## src/rtl/if_seq_pkg.sv

```systemverilog
// Shared constants for the instruction-fetch sequencer: opcodes, next-PC selects, FSM states.
// Latency: n/a (definitions only).
// Backpressure: n/a. The IF_SEQ_BZ_EN macro enables the OP_BZ conditional branch.
package if_seq_pkg;

  // Opcode field values, instr[15:12]
  localparam logic [3:0] OP_JMP  = 4'hC;
  localparam logic [3:0] OP_CALL = 4'hD;
  localparam logic [3:0] OP_RET  = 4'hE;
  localparam logic [3:0] OP_HLT  = 4'hF;
  localparam logic [3:0] OP_BZ   = 4'hB;

  // Next-PC mux selects driven on mux1CR
  localparam logic [1:0] SEL_LR   = 2'b00;  // return address from LR
  localparam logic [1:0] SEL_INC  = 2'b01;  // sequential PC+1
  localparam logic [1:0] SEL_TGT  = 2'b10;  // absolute target instr[7:0]
  localparam logic [1:0] SEL_ZERO = 2'b11;  // reset vector 8'h00

  // Sequencer FSM encoding
  localparam logic [1:0] BOOT = 2'd0;
  localparam logic [1:0] RUN  = 2'd1;
  localparam logic [1:0] HALT = 2'd2;

  // Instruction classes produced by the opcode decoder
  typedef enum logic [2:0] {
    CLS_DP   = 3'd0,
    CLS_JMP  = 3'd1,
    CLS_CALL = 3'd2,
    CLS_RET  = 3'd3,
    CLS_HLT  = 3'd4,
    CLS_BZ   = 3'd5
  } iclass_t;

endpackage

```

## src/rtl/if_seq_decode.sv

```systemverilog
// Opcode classifier: maps instr[15:12] to the instruction class used by the sequencer.
// Latency: purely combinational, zero cycles.
// Backpressure: none; stall handling lives in the sequencer. OP_BZ decodes only with IF_SEQ_BZ_EN.
module if_seq_decode
  import if_seq_pkg::*;
(
  input  logic [3:0] opcode,
  output iclass_t    iclass
);

  // Anything that is not a fetch-resolved control opcode goes to the datapath
  always_comb begin
    iclass = CLS_DP;
    case (opcode)
      OP_JMP:  iclass = CLS_JMP;
      OP_CALL: iclass = CLS_CALL;
      OP_RET:  iclass = CLS_RET;
      OP_HLT:  iclass = CLS_HLT;
`ifdef IF_SEQ_BZ_EN
      OP_BZ:   iclass = CLS_BZ;
`endif
      default: iclass = CLS_DP;
    endcase
  end

endmodule

```

## src/rtl/if_sequencer.sv

```systemverilog
// Fetch-stage control sequencer: next-PC select, PC/LR load enables, decode valid, retired count.
// Latency: controls are combinational from instr and state; PC/LR update on the next edge (zero-bubble redirects).
// Backpressure: stall freezes PC/LR and the counter; valid keeps its decoded value. IF_SEQ_BZ_EN adds the BZ branch.
module if_sequencer
  import if_seq_pkg::*;
#(
  parameter int CNT_W = 16
) (
  input  logic             clk,
  input  logic             rst,
  input  logic [15:0]      instr,
  input  logic             stall,
  input  logic             zero,
  input  logic             resume,
  output logic [1:0]       mux1CR,
  output logic             PCCR,
  output logic             LRCR,
  output logic             valid,
  output logic             halted,
  output logic [CNT_W-1:0] icount
);

  localparam logic [CNT_W-1:0] CNT_ONE = CNT_W'(1);
  localparam logic [CNT_W-1:0] CNT_MAX = {CNT_W{1'b1}};

  logic [1:0] state;
  logic [1:0] state_nxt;
  iclass_t    iclass;

  // Target and operand bits belong to the datapath; zero is only consumed by the BZ build
  logic       unused_inputs;
  assign unused_inputs = ^{instr[11:0], zero};

  if_seq_decode u_decode (
    .opcode (instr[15:12]),
    .iclass (iclass)
  );

  // Next-state and control decode; outputs are held at their idle values while rst is high
  always_comb begin
    mux1CR    = SEL_INC;
    PCCR      = 1'b0;
    LRCR      = 1'b0;
    valid     = 1'b0;
    halted    = 1'b0;
    state_nxt = state;
    if (!rst) begin
      case (state)
        BOOT: begin
          // Force PC to the reset vector before the first real fetch
          mux1CR    = SEL_ZERO;
          PCCR      = 1'b1;
          state_nxt = RUN;
        end
        RUN: begin
          // Valid reflects the decode even under stall so decode sees a steady offer
          valid = (iclass == CLS_DP);
          if (!stall) begin
            case (iclass)
              CLS_DP: begin
                mux1CR = SEL_INC;
                PCCR   = 1'b1;
              end
              CLS_JMP: begin
                mux1CR = SEL_TGT;
                PCCR   = 1'b1;
              end
              CLS_CALL: begin
                // LR captures PC+1 on the same edge PC takes the target
                mux1CR = SEL_TGT;
                PCCR   = 1'b1;
                LRCR   = 1'b1;
              end
              CLS_RET: begin
                mux1CR = SEL_LR;
                PCCR   = 1'b1;
              end
              CLS_HLT: begin
                // PC stays on the HLT so resume can step past it
                state_nxt = HALT;
              end
`ifdef IF_SEQ_BZ_EN
              CLS_BZ: begin
                mux1CR = zero ? SEL_TGT : SEL_INC;
                PCCR   = 1'b1;
              end
`endif
              default: begin
                mux1CR = SEL_INC;
                PCCR   = 1'b0;
              end
            endcase
          end
        end
        HALT: begin
          halted = 1'b1;
          if (resume) begin
            mux1CR    = SEL_INC;
            PCCR      = 1'b1;
            state_nxt = RUN;
          end
        end
        default: state_nxt = BOOT;
      endcase
    end
  end

  // State register; reset lands in BOOT so the PC gets cleared on the first cycle out of reset
  always_ff @(posedge clk or posedge rst) begin
    if (rst) begin
      state <= BOOT;
    end else begin
      state <= state_nxt;
    end
  end

  // Retired-instruction counter: counts accepted datapath offers, saturates at all-ones
  always_ff @(posedge clk or posedge rst) begin
    if (rst) begin
      icount <= '0;
    end else if (valid && !stall && (icount != CNT_MAX)) begin
      icount <= icount + CNT_ONE;
    end
  end

endmodule

```

## config.mk

```make
export PLATFORM = sky130hd
export DESIGN_NAME = if_sequencer
export DESIGN_NICKNAME = d
export VERILOG_FILES = /design/src/rtl/if_seq_pkg.sv /design/src/rtl/if_seq_decode.sv /design/src/rtl/if_sequencer.sv
export SDC_FILE = /design/constraint.sdc
export NUM_CORES = 1
export LEC_CHECK = 0
export ABC_AREA = 1
export CAP_MARGIN = 0
export CORE_AREA = 3 3 61 63
export CTS_CLUSTER_DIAMETER = 150
export CTS_CLUSTER_SIZE = 16
export DETAILED_ROUTE_END_ITERATION = 16
export DIE_AREA = 0 0 64 66
export MAX_ROUTING_LAYER = met4
export PLACE_DENSITY = 0.75
export SYNTH_ARGS = -nofsm -noshare
export SYNTH_HDL_FRONTEND = slang
export SYNTH_HIERARCHICAL = 1
export SYNTH_SLANG_ARGS = --single-unit
```

## constraint.sdc

```tcl
create_clock -name clk -period 1.9 [get_ports clk]
set_input_delay 0.285 -clock clk [delete_from_list [all_inputs] [get_ports clk]]
set_output_delay 0.285 -clock clk [all_outputs]
set_load 0.05 [all_outputs]
```

* Word-level counts from Yosys, hierarchy flattened
Index checks and enable logic that the tools add are counted.
** Storage, ports and cells
- Output and inout port bits :: 22
- Register bits :: 18
** Operators by class
- Eq/ne operators :: 14
- Reductions and logical operators :: 8
- Muxes and demuxes :: 22
- Add/sub/neg operators :: 1
- Bitwise logic cells :: 1
** Operator list (number)
- 16-bit by 1-bit adder with 16-bit output, second input constant :: 1
- 4-bit equality test, second input constant :: 4
- 16-bit inequality test, second input constant :: 1
- 1-bit two-way mux :: 12
- 3-bit one-hot mux with 4 select lines :: 1
- 2-bit two-way mux :: 5
- 2-bit one-hot mux with 2 select lines :: 2
- 3-bit by 2-bit equality test with 1-bit output, second input constant :: 2
- 2-bit inequality test, second input constant :: 3
- 2-bit one-hot mux with 3 select lines :: 1
- 4-bit AND reduction :: 1
- 4-bit OR reduction :: 1
- 3-bit by 1-bit equality test with 1-bit output, second input constant :: 1
- 3-bit equality test, second input constant :: 1
- 3-bit zero test :: 1
- 1-bit one-hot mux with 3 select lines :: 1
- 2-bit by 1-bit equality test with 1-bit output, second input constant :: 1
- 2-bit equality test, second input constant :: 1
- 1-bit logical AND :: 2
- 2-bit zero test :: 1
- 2-bit OR reduction :: 1
- 1-bit zero test :: 1
- 1-bit inverter :: 1

* Logic depth before layout (Yosys ltp)
Gate-level depths: netlist of the first run.
- Word-level depth :: 8
- Depth in mapped cells :: 12
- Depth with buffers taken out :: 11

* By module
The synthesis of the first run kept the hierarchy.
** By module, submodules not included
- if_sequencer :: cells an instance 185, times used 1, area each 1221.2 um^2, seq. area each 450.4 um^2
- if_seq_decode :: cells an instance 8, times used 1, area each 35.0 um^2, seq. area each 0.0 um^2

* Least setup slack after synthesis of the first run
No wires, ideal clock.
- Kind :: reg2out
- Start point :: register state[1]
- End point :: output port LRCR
- Required time :: 1615 ps
- Stages on the path, launching flop included :: 4
- Arrival :: 1732 ps
- Path slack :: -117 ps
- Cells stage by stage :: dfrtp_1 > nor2_1 > nand2_1 > nor3_1
** On the way
- Cells in the longest elaborated chain, start to end :: 3
** Ends and longest elaborated chain
- start, declared :: RTL line if_sequencer.sv:26 : logic [1:0] state;
- start signal, assigned :: RTL line if_sequencer.sv:113 : state <= state_nxt;
- 2-bit by 1-bit equality test with 1-bit output :: RTL line if_sequencer.sv:48 : case (state)
- 1-bit two-way mux :: RTL line if_sequencer.sv:48
- 1-bit two-way mux :: RTL line if_sequencer.sv:47 : if (!rst) begin
- end, declared :: RTL line if_sequencer.sv:17 : output logic LRCR,
No other way between the ends.

* Worst setup path in the final report of the first run
- Start point :: register icount[1]
- End point :: output port icount[1]
** RTL lines
- start, declared :: RTL line if_sequencer.sv:20 : output logic [CNT_W-1:0] icount
- start signal, assigned :: RTL line if_sequencer.sv:122 : icount <= icount + CNT_ONE;
No word-level cell between the ends.

==> impl_metrics.toml, run 1 <==
[timing]
relSlewSlack = 0.665
hold_viol_final = 0
hold_ws_ns = 0.533
fin_skew_ns = 0.00132
worstMarginPinSlew_ns = 0.502
slew_violations = 0
fin_crit_ns = 1.78
timing.final.ws_setup_ns = 0.121
setup_viol_count_final = 0
fmax_mhz = 562
tns_ns = 0
fin_crit_sh = 0.936
rsz0062_at_grt = "yes"

[route]
wl_per_cell_um = 10.0
postRouteAntennaNets = 0
postRouteWirelength_um = 2840
drc = 0
routed-via-count = 1291
dr.pass1.iters = 4
drtIter0Drc = 39
vias_per_cell = 4.55

[setup_path]
crit_slowest_cell = "clkdlybuf4s50_1"
critPathMaxStageDelay_ns = 0.80
cp_num_buf_inv = 1
critPathLaunchType = "register"
worstPathCellList = "clkdlybuf4s50_1"
worstPathMaxFanout = 4
critPathTopFamily = "buffers and inverters"
end_kind = "output port"
critPathKind = "register to output port"
required_ns = 1.62
cp.arrival_ns = 1.49

[yosys]
synthesis.nets = 215
ys_top_cells_by_count = "nand2_1, nor2_1, dfrtp_1, inv_1, nand3_1"
yosys_warnings = 6
syn_area_per_cell_um2 = 6.51
syn_inst = 193
synth_most_common_cell = "nand2_1"
yosysTopAreaCell = "dfrtp_1"
ys_seq_elements = 18
ys_seq_area_frac = 0.359
ys.flop_type = "dfrtp_1"
yosysTopAreaCellShare = 0.359
synth-edff-count = 0
syn-cell-area_um2 = 1260
async_flop_share = 1.00
synth.distinct_cells = 22
netlist_top_cells_area = "dfrtp_1, nand2_1, nor2_1"

[cts]
holdBufCountCts = 0
cts_tree = "built"
htreeDepth = 1
clock-sinks = 18
clk_latency_ns = 0.29
cts_buffer_depth = 2
cts_made_buffers = 3
clock_tree.root_cell = "clkbuf_4"
clkTransAtPathRegs_ns = 0.10

[layout]
fin_area_um2 = 1820
area_growth_pct = 44.9
layout.nets = 261
diodes = 0
drive_gt1_frac = 0.223

[floorplanning]
die_h_um = 66
initial_core_util = 0.382
dieArea_um2 = 4220
floorplan.io_pins = 43
row_count = 21
core-area_um2 = 3280
die_x_um = 64

[pwr]
clkPwrFrac = 0.162
power.total_uw = 1460
ir_drop_mv = 0.446
power_density_nw_per_um2 = 804
switching_share = 0.414
seqPwrFrac = 0.335
p_int_uw = 858
pwr-share-comb = 0.503
p_leak_uw = 0.000979
p_switching_uw = 606

[grt]
grt_pass1_wl_um = 5200
grt_pass1_vias = 1238
track_usage = 0.156
grt_overflow = 0
grt_max_degree = 19
antenna_found_initial = 0

[placed_design]
place_area_um2 = 1730
gp_congestion = 0.817
io_buffer_count = 29
post-dp-hpwl_um = 2210
dp_slack_ns = -0.0519

[job]
drv_cap = 0

[min_path]
hold_class = "input port to async pin"

[status]
status = "completed"
flip-flops by register name, summed over array words and instances, names as in the netlist:
register	cells
icount	16
state	2
power by group through the flow:
stage | sequential, uW | combinational (uW) | clock [uW]
detailed placement | 490 | 704 | 0
CTS | 484 | 701 | 248
global route | 500 | 798 | 270
floorplan | 600 | 312 | 0
finish | 490 | 737 | 237
global placement | 489 | 699 | 0
cells in the final DEF (no fill, tap or decap):
cell type,n
or2_2,1
nor2_2,2
nand3_2,2
inv_2,1
o21ai_0,6
o21ai_4,1
dfrtp_2,3
nor2_4,3
buf_12,6
nor2_1,22
inv_1,13
clkbuf_4,3
inv_4,1
dlymetal6s2s_1,6
clkinv_1,2
dfrtp_1,15
clkbuf_16,1
a21oi_2,1
nand4_1,4
ha_1,1
nand2_4,1
nand3_1,7
nor3_1,2
xor2_1,1
dlygate4sd2_1,6
clkbuf_8,1
buf_4,20
xnor2_1,6
nand2_2,6
clkdlybuf4s50_1,4
nand2_1,88
a21oi_1,2
cells by family after synthesis:
group | share of synthesized area
compound gates | 0.0488
xor+xnor | 0.0488
buf+inv | 0.0707
flops | 0.359
fa+ha+maj | 0.00996
simple gates | 0.463
final cells by class:
| type | instances | area (um2) |
|---|---|---|
| Clock buffer | 4 | 36.3 |
| Multi-Input combinational cell | 156 | 743 |
| Timing Repair Buffer | 43 | 463 |
| Tap cell | 46 | 57.6 |
| Inverter | 17 | 66.3 |
| Fill cell | 315 | 1460 |
| Sequential cell | 18 | 454 |
metal layers:
layer  routed length [um]  global-route usage  up-vias
met2                 1410               0.268       32
met3                  130              0.0238        4
met4                   23              0.0458        0
met5                    0                   -        -
li1                     -                   -      684
met1                 1270               0.190      571
metrics by stage:
stage / util / cells
after global routing: 0.554 / 284
after floorplan: - / 193
after CTS: 0.539 / 283
after detailed placement: 0.528 / 278
after global placement: 0.528 / 278
final: 0.554 / 284
worst paths after layout:
check / from / to / slack, ns / cells past startpoint
worst max-delay path: icount[1] / icount[1] / 0.12 / 1
worst min-delay path: rst / icount[8] / 0.53 / 4
worst max register to register: icount[1] / icount[8] / 0.28 / 8
worst min register to register: icount[1] / icount[1] / 0.54 / 2
max in group asynchronous: rst / icount[0] / 1.16 / 4
min in group clk: icount[1] / icount[1] / 0.54 / 2
repair_timing:
action,CTS,global route
endpoints found under the setup margin,5,10
buffers inserted,1,1
cloned,0,0
gates resized for setup,7,14
pin swaps,4,4
(Power assumes the default switching activity.)
==> run 2: changes to the inputs <==
Clock period 1.9 ns to 1.82 ns, I/O delays scaled along.
==> impl_metrics.toml, run 2 (synthesis gave the netlist of run 1 again) <==
[status]
status = "completed"

[setup_path]
worstPathMaxFanout = 4
cp-endpoint = "mux1CR[1]"
startpoint = "state[1]"
critPathLaunchType = "register"
required_ns = 1.55
cp.arrival_ns = 1.52
worstReg2RegEnd = "icount[4]"
r2r_cells = 8
rrSetupSlack_ns = 0.18
critPathKind = "register to output port"
r2r_start = "icount[0]"
end_kind = "output port"

[grt]
grt_pass1_vias = 1202
antenna_found_initial = 0
grt_overflow = 0
grt_pass1_wl_um = 5210
grt_max_degree = 19
track_usage = 0.157

[cts]
clock_tree.root_cell = "clkbuf_4"
clk_latency_ns = 0.31
cts_tree = "built"
holdBufCountCts = 0
cts_buffer_depth = 2
clkTransAtPathRegs_ns = 0.11
cts_made_buffers = 3
clock-sinks = 18
htreeDepth = 1

[layout]
num-fill-cells = 324
largest_register_ffs = 16
drive_gt1_frac = 0.264
stdcell_count = 285
final_cell_mix = "nand2_1, buf_4, nor2_1"
layout.nets = 262
diodes = 0
regMostFlops = "icount"
area_growth_pct = 42.0
layout_commonest_cell = "nand2_1"
reg_top3 = "icount (16), state (2)"

[floorplanning]
die_h_um = 66
floorplan.io_pins = 43
dieArea_um2 = 4220
core-area_um2 = 3280
row_count = 21
initial_core_util = 0.382
die_x_um = 64

[pwr]
p_int_uw = 901
pwr-share-comb = 0.497
power_density_nw_per_um2 = 874
p_switching_uw = 658
switching_share = 0.422
ir_drop_mv = 0.519
clkPwrFrac = 0.167
p_leak_uw = 0.000872
seqPwrFrac = 0.337

[timing]
timing.final.ws_setup_ns = 0.0237
fin_crit_sh = 0.987
rsz0062_at_grt = "yes"
fin_crit_ns = 1.80
relSlewSlack = 0.671
worstMarginPinSlew_ns = 0.492
fin_skew_ns = 0.00523
hold_viol_final = 0
setup_viol_count_final = 0
fmax_mhz = 557
slew_violations = 0

[min_path]
hold_class = "input port to async pin"

[route]
dr.pass1.iters = 4
wl_per_cell_um = 10.5
vias_per_cell = 4.63
drc = 0
postRouteWirelength_um = 2990
postRouteAntennaNets = 0
routed-via-count = 1319
drtIter0Drc = 46

[placed_design]
placed_cells = 279
gp_congestion = 0.879
post-dp-hpwl_um = 2240
io_buffer_count = 29
dp_slack_ns = -0.103

[job]
drv_cap = 0
-- run 2: power groups by stage --
stage	registers, uW	logic (uW)	clock network [uW]
floorplan	627	325	0
global placement	524	703	0
detailed placement	524	710	0
CTS	522	722	265
global route	534	835	281
finish	525	774	260
-- run 2: metal layers --
layer	track usage	wire, um	vias up	part of all wire
met3	0.0255	131	5	0.044
met5	-	0	-	0
met2	0.261	1420	27	0.48
met4	0.0782	54	0	0.018
met1	0.184	1380	601	0.46
li1	-	-	686	-
-- run 2: final cells by class --
class                           instances  area, um2  share of cell area
Multi-Input combinational cell        156        749               0.420
Inverter                               17       66.3              0.0372
Tap cell                               46       57.6              0.0323
Clock buffer                            4       36.3              0.0203
Timing Repair Buffer                   44        420               0.236
Sequential cell                        18        454               0.255
-- run 2: repair_timing --
| item | CTS | global route |
|---|---|---|
| pin swaps | 4 | 3 |
| setup endpoints to repair | 3 | 2 |
| setup buffers | 0 | 2 |
| gates resized for setup | 7 | 7 |
-- run 2: worst max-delay path, cell delays in order (launching register included) --
cell and delay [ns]:
dfrtp_2 0.44, nor2_4 0.13, nand2_2 0.08, nor2_4 0.15
nand3_2 0.08, a21oi_2 0.19, buf_12 0.15
-- run 2: worst min-delay path by stage --
| stage | cells past startpoint | to | startpoint |
|---|---|---|---|
| floorplan | 1 | icount[10] | rst |
| global placement | 2 | icount[1] | icount[1] |
| detailed placement | 2 | state[1] | state[1] |
| CTS | 4 | icount[9] | rst |
| global route | 4 | icount[12] | rst |
| finish | 4 | icount[12] | rst |
-- run 2: per-stage QoR --
stage	power (uW)	area, um2	util	setup TNS (ns)	hold WS, ns
CTS	1510	1750	0.533	0	0.502
detailed placement	1230	1710	0.520	-1.47	0.512
floorplan	952	1260	-	-0.371	0.220
global placement	1230	1710	0.520	-1.26	0.511
finish	1560	1780	0.543	0	0.509
global route	1650	1780	0.543	-0.0521	0.548
